`src/rtl/issue_queue_pkg.sv`:
```
// Shared definitions for the issue queue: the queue entry type and default depth.
package issue_queue_pkg;

  localparam int unsigned IQ_DEPTH_DEFAULT = 8;

  typedef struct packed {
    logic [31:0] pc;
    logic [31:0] instr;
  } ISSUE_QUEUE_ELEMENT;

endpackage

```
`src/rtl/issue_queue.sv`:
```
// Two-wide in-order issue queue: circular buffer with up to two pushes and two pops per cycle.
module issue_queue
  import issue_queue_pkg::*;
#(
  parameter int unsigned IQ_DEPTH = IQ_DEPTH_DEFAULT
) (
  input  logic                         clk,
  input  logic                         rst,
  input  logic                         flash,
  input  logic                         stall,
  input  logic [1:0]                   push_number,
  input  ISSUE_QUEUE_ELEMENT [1:0]     push_data,
  output logic                         push_ready,
  input  logic [1:0]                   iq_pop_number,
  output ISSUE_QUEUE_ELEMENT [1:0]     issue_require,
  output logic [1:0]                   iq_size
);

  localparam int unsigned PW = $clog2(IQ_DEPTH);

  logic [PW-1:0]      head;
  logic [PW-1:0]      tail;
  logic [PW:0]        count;
  logic [PW-1:0]      head_next1;
  logic [PW-1:0]      tail_next1;
  logic [1:0]         push_acc;
  logic [1:0]         pop_eff;
  ISSUE_QUEUE_ELEMENT mem [IQ_DEPTH];

  // Readiness depends only on registered count so decode never waits on issue.
  assign push_ready = (count <= (PW+1)'(IQ_DEPTH - 2));
  assign head_next1 = head + PW'(1);
  assign tail_next1 = tail + PW'(1);

  always_comb begin
    push_acc = 2'd0;
    if (push_ready && push_number != 2'd3)
      push_acc = push_number;
  end

  always_comb begin
    pop_eff = 2'd0;
    if (!stall) begin
      if ((PW+1)'(iq_pop_number) > count)
        pop_eff = count[1:0];
      else
        pop_eff = iq_pop_number;
    end
  end

  always_ff @(posedge clk) begin
    if (rst || flash) begin
      head  <= '0;
      tail  <= '0;
      count <= '0;
    end else begin
      head  <= head + PW'(pop_eff);
      tail  <= tail + PW'(push_acc);
      count <= count + (PW+1)'(push_acc) - (PW+1)'(pop_eff);
    end
  end

  // Storage is deliberately not reset; it is only visible while count covers it.
  always_ff @(posedge clk) begin
    if (!rst && !flash) begin
      if (push_acc != 2'd0)
        mem[tail] <= push_data[0];
      if (push_acc == 2'd2)
        mem[tail_next1] <= push_data[1];
    end
  end

  always_comb begin
    issue_require = '0;
    if (count >= (PW+1)'(1))
      issue_require[0] = mem[head];
    if (count >= (PW+1)'(2))
      issue_require[1] = mem[head_next1];
  end

  assign iq_size = (count >= (PW+1)'(2)) ? 2'd2 : count[1:0];

  always_ff @(posedge clk) begin
    if (!rst) begin
      assert (stall || ((PW+1)'(iq_pop_number) <= count))
        else $warning("issue_queue: iq_pop_number exceeds occupancy");
      assert (push_number != 2'd3)
        else $warning("issue_queue: push_number of 3 offered");
    end
  end

endmodule

```
`config.mk`:
```
export PLATFORM = sky130hd
export DESIGN_NAME = issue_queue
export DESIGN_NICKNAME = d
export VERILOG_FILES = /design/src/rtl/issue_queue_pkg.sv /design/src/rtl/issue_queue.sv
export SDC_FILE = /design/constraint.sdc
export NUM_CORES = 1
export LEC_CHECK = 0
export CORE_UTILIZATION = 45
export CTS_CLUSTER_SIZE = 20
export DETAILED_ROUTE_END_ITERATION = 6
export HOLD_SLACK_MARGIN = 0.12
export PLACE_DENSITY = 0.66
export SYNTH_ARGS = -nofsm -noshare
export SYNTH_HDL_FRONTEND = slang
export SYNTH_SLANG_ARGS = --single-unit
```
`constraint.sdc`:
```
create_clock -name clk -period 5.5 [get_ports clk]
set_clock_uncertainty 0.1 [all_clocks]
set_input_delay 1.1 -clock clk [delete_from_list [all_inputs] [get_ports clk]]
set_output_delay 1.1 -clock clk [all_outputs]
set_load 0.005 [all_outputs]
```
## After elaboration in Yosys (flattened, before gate mapping)

Memories as Yosys holds them, arrays and structs flattened. A register that Yosys moved wholly into a read port is not among the register bits.
Cells that the tools add are included.

- Multiply operators: 0
- $lt $le $gt $ge: 4
- Mux-type cells: 13
- Add/sub/neg operators: 6
- Divide/modulo/power cells: 0
- Bitwise logic cells: 0
- Reduce and logical (&&, ||, !) cells: 6
- Shift operators: 0
- Equality and inequality tests: 2

Operators by type and width:

| cell | number |
|---|---|
| $mux 64 | 2 |
| $mux 2 | 4 |
| $add 3x1->3 const B | 2 |
| $add 3x2->3 | 2 |
| $mux 1 | 6 |
| $add 4x2->4 | 1 |
| $ge 4x1->1 const B | 1 |
| $ge 4x2->1 const B | 1 |
| $gt 2x4->1 | 1 |
| $le 4x3->1 const B | 1 |
| $sub 4x2->4 | 1 |
| $mux 3 | 1 |
| $eq 2x2->1 const B | 1 |
| $logic_and 1x1->1 | 2 |
| $logic_not 1->1 | 2 |
| $ne 2x2->1 const B | 1 |
| $reduce_bool 2->1 | 1 |
| $logic_or 1x1->1 | 1 |

- Output and inout port bits: 131
- Bits of input ports: 136
- Flip-flop bits (word level): 10
- ROM bits: 0
- RAM bits: 512
- Memories: 1
- Latch bits: 0
- Logic and storage cells: 35

Memory list:

| name | depth | bits a word | read ports | clocked after memory_dff | wr ports | RTL line | text |
|---|---|---|---|---|---|---|---|
| mem | 8 | 64 | 2 | 1 | 2 | issue_queue.sv:28 | `ISSUE_QUEUE_ELEMENT mem [IQ_DEPTH];` |

## Depth between registers and ports, before layout

Gate-level depths: netlist of the first run.

- Depth after elaboration: 7
- Mapped depth: 13
- Mapped depth without buffers: 13

## Least setup slack after synthesis of the first run

No wires, ideal clock.

- Path kind: in2reg
- From: input port flash
- To: memory mem[7][0] (netlist bit), enable pin
- Library setup time: 507 ps
- Arrival time: 5,192 ps
- Cell stages on the path: 4
- Slack: -299 ps
- Cells stage by stage: or3b_1 buf_2 or3_2 a21oi_1

RTL lines:

| element | RTL line | text |
|---|---|---|
| from (decl) | issue_queue.sv:9 | `input logic flash,` |
| to (decl) | issue_queue.sv:28 |  |

==> summary.txt, run 1 <==
Timing
  – Max_slew headroom: 0.178
  – RSZ-0062 raised after global routing: false
  – Setup TNS: 0 ns
  – Slew Viols, Final: 0
  – Worst slew pin tran: between 1 and 1.5 ns
  – Final Setup Violations: 0
  – Crit path time final: 5.32 ns
  – Final Cycle Share: 0.967
  – Max Clock Freq: 188 MHz
  – Final Hold Fails: 0

Pwr
  – Internal: slightly below 9000 uW
  – Seq pwr share: 0.352
  – Peak supply drop: between 0.3 and 0.4 mV
  – Switching Fraction: 0.304
  – PwrDens: ~340 nW/um^2
  – Clock share of power: 0.321
  – Leakage power: roughly 0.012 uW
  – Comb pwr share: 0.327
  – Sw power: between 3000 and 4000 uW

Job
  – Maxcap violations: 0

Global route
  – Largest net degree at the start of global routing: 138
  – GR Layer Usage met1: 0.358
  – GRT Max-Usage Layer: met2
  – Met3 usage: 0.0583
  – Met2 usage: 0.449
  – First-pass GRT wire length: 144000 um
  – Overflow after GRT: 0
  – Global Route Usage Sum: 0.273
  – Initial antenna violation count: 18
  – Vias in the first global route: ~22000

Placement
  – # port buffers: ~270
  – DP HPWL: between 50000 and 60000 um
  – Placed cell count: about 3300
  – GPL Wtd Cong: slightly above 0.8

Route
  – Post-DR wirelength/cell: around 29 um
  – DR pass1 iterations: 5
  – Via density: around 6.3
  – Final wirelength: ~99000 um
  – # DRC: 0
  – Routed vias: about 22000
  – Antenna viol nets, final: 0
  – Initial DRC count: about 1900

Synth
  – Main synth FF type: edfxtp_1
  – Register area share after synthesis: 0.496
  – Netlist cell types: 43
  – Synth async-reset ratio: 0
  – Yosys top cell area share: 0.489
  – Seq cells post-synth: 522
  – Syn nets: 2404
  – Top post-synthesis cells by area: edfxtp_1 (49%), mux2_2 (19%), mux2i_1 (10%), mux2_4 (5.7%), a2111oi_0 (1.8%)
  – Cell Area, Synth: 31400 um^2
  – Syn avg cell area: around 14 um^2
  – Cell taking the most area after synthesis: edfxtp_1
  – EDFF count, synth: 512
  – Synth warn: 0
  – Synth Instances: ~2300

Critical path
  – Worst-path maximum fanout: 27
  – Setup crit end kind: output port
  – Cell Chain, Critical Path: ha_4, xnor2_1, nand2b_4, buf_4, a211oi_1, a2111oi_0, clkdlybuf4s50_1
  – WP data required: 4.30 ns
  – Cell with the largest stage delay on the worst path: a2111oi_0
  – WP data arrival: between 4 and 5 ns
  – Critical path class: register to output port
  – Crit path largest cell delay: around 0.86 ns
  – CP Launch Type: register

CTS
  – Root buf cell: clkbuf_16
  – Max H-tree Level: 2
  – Clock sinks: 522
  – Reg clk slew, reported paths: roughly 0.06 ns
  – Clk_lat worst skew: a little over 0.6 ns
  – CTS Buf Count: between 50 and 60
  – CTS tree: built
  – Clock Path Buffers: 3

Die
  – Die Span Y: ~270 um
  – Placeable Area: a little under 70000 um^2
  – Die area: around 71000 um^2
  – FP Rows: 96
  – Io pins: ~270
  – Initial Util: 0.457
  – Die Width: approximately 270 um

Layout
  – Most common cell after layout, fill and taps aside: mux2_2
  – Area delta synth->final: 18.4%
  – Layout fillers: around 5600
  – Share of layout cells above drive strength 1: 0.328
  – Most frequent cells in the layout: mux2_2 (521), edfxtp_1 (512), mux2i_1 (322), clkdlybuf4s50_1 (266), mux2_4 (120)
  – Finished Layout Cells: about 3400
  – Nets: about 2600

Worst hold path
  – Worst Hold Class: register to register

Run status
  – Status: finished clean
[final timing paths]
path	start	to	slack (ns)	cells past startpoint
min	tail[2]$_SDFF_PP0_	tail[2]$_SDFF_PP0_	0.54	2
max reg2reg	count[3]$_SDFF_PP0_	mem[2][26]$_DFFE_PP_	2.11	8
min reg2reg	tail[2]$_SDFF_PP0_	tail[2]$_SDFF_PP0_	0.54	2
max	head[0]$_SDFF_PP0_	issue_require[88]	0.18	7
[registers in the layout, indices dropped and copies added, names as in the netlist]
register  flops
tail          3
count         4
head          3
mem         512
[Yosys cell counts, types with 9 or more instances]
| cell type | count |
|---|---|
| ha_1 | 13 |
| nor2_1 | 15 |
| edfxtp_1 | 512 |
| buf_2 | 54 |
| dfxtp_1 | 10 |
| a2111oi_0 | 64 |
| buf_12 | 12 |
| a211oi_1 | 64 |
| nor2b_1 | 68 |
| o22ai_1 | 64 |
| inv_1 | 10 |
| mux2_2 | 521 |
| clkbuf_1 | 108 |
| mux2i_1 | 322 |
| mux2_4 | 120 |
| a22oi_1 | 64 |
| nor3_1 | 9 |
| nand2_1 | 74 |
| a221oi_1 | 64 |
| buf_1 | 19 |
[power by group through the flow]
| stage | clock (uW) | combinational, uW | sequential (uW) |
|---|---|---|---|
| after global placement | 0 | 4090 | 4590 |
| after CTS | 4170 | 4160 | 4510 |
| final | 4100 | 4180 | 4510 |
| after global routing | 4310 | 4420 | 4520 |
| after floorplan | 0 | 1890 | 4580 |
| after detailed placement | 0 | 4140 | 4590 |
[layer usage]
layer,vias up,part of all wire
met4,24,0.027
met1,11145,0.42
met2,830,0.48
met3,189,0.078
li1,9417,-
met5,-,0.0015
[final cells by class]
type,instances,area (um^2),share of cell area
Inverter,11,41.3,0.00111
Antenna cell,6,15.0,0.000404
Multi-Input combinational cell,1523,15000,0.403
Sequential cell,522,15600,0.419
Clock buffer,77,1590,0.0426
Clock inverter,32,395,0.0106
Tap cell,931,1160,0.0313
Timing Repair Buffer,340,3430,0.0922
[cells by family after synthesis]
| logic type | synth area share |
|---|---|
| adders and majority gates | 0.00772 |
| muxes | 0.347 |
| xor gates and xnor gates | 0.00279 |
| buffers and inverters | 0.0334 |
| DFF | 0.496 |
| and+or+nand+nor | 0.0324 |
| AOI/OAI and AO/OA | 0.0816 |
[critical path, delay by kind of cell (launching register included)]
kind / cells / cell delay (ns)
simple gates: 1 / 0.51
buf+inv: 2 / 1.01
compound gates: 2 / 0.94
fa+ha+maj: 1 / 0.22
xor+xnor: 1 / 0.12
flops: 1 / 0.66
[repair_timing]
item,in CTS,in global routing
endpoints found under the setup margin,0,1
gates resized for setup,0,1
endpoints found under the hold margin,0,0
hold buffers,0,0
buffers inserted,0,1
[per-stage QoR]
step	worst slack (ns)	total power (uW)	hold WS (ns)	instance area, um^2	util
2_1_floorplan	0.172	6470	0.478	31400	-
3_3_place_gp	0.764	8680	0.534	35200	0.511
3_5_place_dp	0.665	8730	0.523	35200	0.511
4_1_cts	0.00572	12800	0.541	37200	0.540
5_1_grt	0.0461	13200	0.619	37200	0.541
6_report	0.183	12800	0.542	37200	0.541
(Power assumes the default switching activity.)
==> run 2, diff against run 1 <==
- CAP_MARGIN: unset -> 15
- CORE_UTILIZATION: 45 -> 40
- PLACE_DENSITY: 0.66 -> 0.6
==> run 2 against run 1 <==
Against the previous run: final area is 0.31% higher; clock power is 5.1% lower; critical path depth is 2 higher; sequential cell count stayed put; final cell count is 3.3% higher; worst hold slack better by 0.015 ns; sequential power hardly changed; first-iteration DRC count is 15% lower; sequential share of layout area is 0.13 points lower; register-to-register slack worse by 0.03 ns; wire length is 5.1% higher; worst setup slack worse by 0.0012 ns; largest cell class unchanged.
==> summary.txt, run 2 (synthesis gave the netlist of run 1 again) <==
Run status
  – Status: finished clean

Die
  – Io pins: 267 (unchanged)
  – FP Rows: 102 (+6.3%)
  – Die Width: 282 um (+6.0%)
  – Die Span Y: 282 um (+6.0%)
  – Placeable Area: 77600 um^2 (+13%)
  – Die area: 79700 um^2 (+12%)
  – Initial Util: 0.405 (-0.0516)

Pwr
  – Leakage power: 0.0121 uW (about the same)
  – Peak supply drop: 0.235 mV (-39%)
  – PwrDens: 339 nW/um^2 (-1.3%)

CTS
  – Reg clk slew, reported paths: 0.06 ns (about the same)
  – CTS Buf Count: 59 (unchanged)
  – Root buf cell: clkbuf_16
  – Clock Path Buffers: 3 (unchanged)
  – CTS tree: built
  – Clk_lat worst skew: 0.61 ns (about the same)
  – Clock sinks: 522 (unchanged)
  – Post-CTS Resized: 0 (unchanged)
  – Max H-tree Level: 2 (unchanged)

Route
  – Routed vias: 21521 (-0.39%)
  – Via density: 6.05 (-3.6%)
  – DR pass1 iterations: 5 (unchanged)
  – Post-DR wirelength/cell: 29.2 um (+1.7%)
  – # DRC: 0 (unchanged)
  – Initial DRC count: 1578 (-15%)
  – Final wirelength: 104000 um (+5.1%)
  – Antenna viol nets, final: 0 (unchanged)

Critical path
  – Cell with the largest stage delay on the worst path: a2111oi_0
  – RR Startpoint: count[3]$_SDFF_PP0_
  – Crit path depth: 9 (+2)
  – Delay-heaviest family, CP: buffers and inverters
  – Critical path class: register to output port
  – Critical Path Source: head[0]$_SDFF_PP0_
  – WP data arrival: 4.12 ns (about the same)
  – Worst-path maximum fanout: 23 (-15%)
  – Crit path buffers/inverters: 4 (+2)
  – CP Capture Point: issue_require[106]
  – Cell Chain, Critical Path: ha_4, xnor2_1, nand2b_4, buf_12, buf_4, a211oi_1, a2111oi_0, buf_4, clkdlybuf4s50_1
  – Register-to-Register Path Depth: 7 (-1)
  – Critical R2R Capture: mem[1][48]$_DFFE_PP_
  – R2R setup slack: 2.08 ns (-0.03 ns)
  – Setup crit end kind: output port
  – WP data required: 4.30 ns (about the same)
  – Most used cell, CP: buf_4
  – CP Launch Type: register
  – Crit path largest cell delay: 0.81 ns (-0.05 ns)

Layout
  – Area delta synth->final: 18.7%
  – Largest register FFs: 512 (unchanged)
  – Final instance area: 37300 um^2 (+0.31%)
  – Layout fillers: 6773 (+22%)
  – Most frequent cells in the layout: mux2_2 (521), edfxtp_1 (512), mux2i_1 (322), clkdlybuf4s50_1 (266), mux2_4 (120)
  – Top Registers: mem: 512 flops, count: 4 flops
  – Nets: 2621 (+0.42%)
  – Share of layout cells above drive strength 1: 0.332 (+0.00426)
  – Most common cell after layout, fill and taps aside: mux2_2
  – Biggest register: mem

Global route
  – Largest net degree at the start of global routing: 105 (-24%)
  – Overflow after GRT: 0 (unchanged)
  – Vias in the first global route: 22382 (+0.12%)
  – Global Route Usage Sum: 0.255 (-0.0179)
  – Initial antenna violation count: 14 (-4)
  – First-pass GRT wire length: 149000 um (+3.4%)

Timing
  – Max_slew headroom: 0.258 (+0.0801)
  – Final Cycle Share: 0.967 (about the same)
  – Final Setup Violations: 0 (unchanged)
  – RSZ-0062 raised after global routing: false
  – Final Hold Fails: 0 (unchanged)
  – Worst slew pin tran: 1.11 ns (-0.120 ns)
  – Max Clock Freq: 188 MHz (about the same)
  – Setup TNS: 0 ns (unchanged)
  – Crit path time final: 5.32 ns (+0.00118 ns)
  – Slew Viols, Final: 0 (unchanged)

Placement
  – # port buffers: 266 (unchanged)
  – DP HPWL: 59400 um (+6.1%)
  – GPL Wtd Cong: 0.800 (-1.6%)
  – DP Area: 35400 um^2 (+0.62%)

Job
  – Maxcap violations: 0 (unchanged)

Worst hold path
  – Worst Hold Class: register to register
[run 2: cell types whose count changed in the layout (fill, tap and decap cells not counted), sizes merged]
cell / change
buf: +11
clkinv: -2
diode: +2
clkbuf: -3
bufinv: -3
clkinvlp: +1
[run 2: cell type report]
type                    instances  area (um^2)  share of cell area
flip-flops and latches        522        15600               0.417
multi-input cells            1523        15000               0.401
clock inverters                28          315             0.00845
well taps                    1040         1300              0.0349
diodes                          8         20.0            0.000536
clock buffers                  74         1530              0.0411
repair buffers                351         3560              0.0953
inverters                      11         41.3             0.00111
[run 2: worst register-to-register path: cells and delay by family, from the launching register on]
kind | cells | cell delay [ns]
multiplexers | 2 | 0.93
AND/OR/NAND/NOR | 2 | 0.90
buffers and inverters | 2 | 0.75
flip-flops | 1 | 0.33
adder cells (fa/ha/maj) | 1 | 0.16
[run 2: metrics by stage]
| stage | setup WS, ns | power, uW | hold WS [ns] | util | instances |
|---|---|---|---|---|---|
| final | 0.182 | 12700 | 0.557 | 0.481 | 3557 |
| after global routing | 0.0907 | 13100 | 0.580 | 0.481 | 3552 |
| after CTS | 0.0593 | 12700 | 0.548 | 0.480 | 3548 |
| after detailed placement | 0.474 | 8810 | 0.538 | 0.456 | 3445 |
| after global placement | 0.629 | 8780 | 0.537 | 0.456 | 3445 |
| after floorplan | 0.172 | 6470 | 0.478 | - | 2251 |
[run 2: metal layers]
metal  part of all wire  track usage
met1               0.43        0.342
met5            0.00089            0
met2               0.48        0.425
met3              0.065       0.0406
met4              0.022       0.0699
[run 2: timing repair]
item,CTS,global route
hold buffers,0,0
pin swaps,1,1
setup endpoints to repair,2,1
buffers inserted,1,1
[run 2: worst min path at each step]
stage / start / endpoint / slack [ns] / cells past startpoint
global route: tail[2]$_SDFF_PP0_ / tail[2]$_SDFF_PP0_ / 0.58 / 2
global placement: tail[2]$_SDFF_PP0_ / tail[2]$_SDFF_PP0_ / 0.54 / 2
CTS: tail[2]$_SDFF_PP0_ / tail[2]$_SDFF_PP0_ / 0.55 / 2
finish: tail[2]$_SDFF_PP0_ / tail[2]$_SDFF_PP0_ / 0.56 / 2
detailed placement: tail[2]$_SDFF_PP0_ / tail[2]$_SDFF_PP0_ / 0.54 / 2
floorplan: head[0]$_SDFF_PP0_ / head[0]$_SDFF_PP0_ / 0.48 / 2
[run 2: power by group]
group          internal (uW)  switching (uW)  total [uW]
sequential              4460            44.9        4510
combinational           2010            2270        4270
clock                   2280            1610        3890
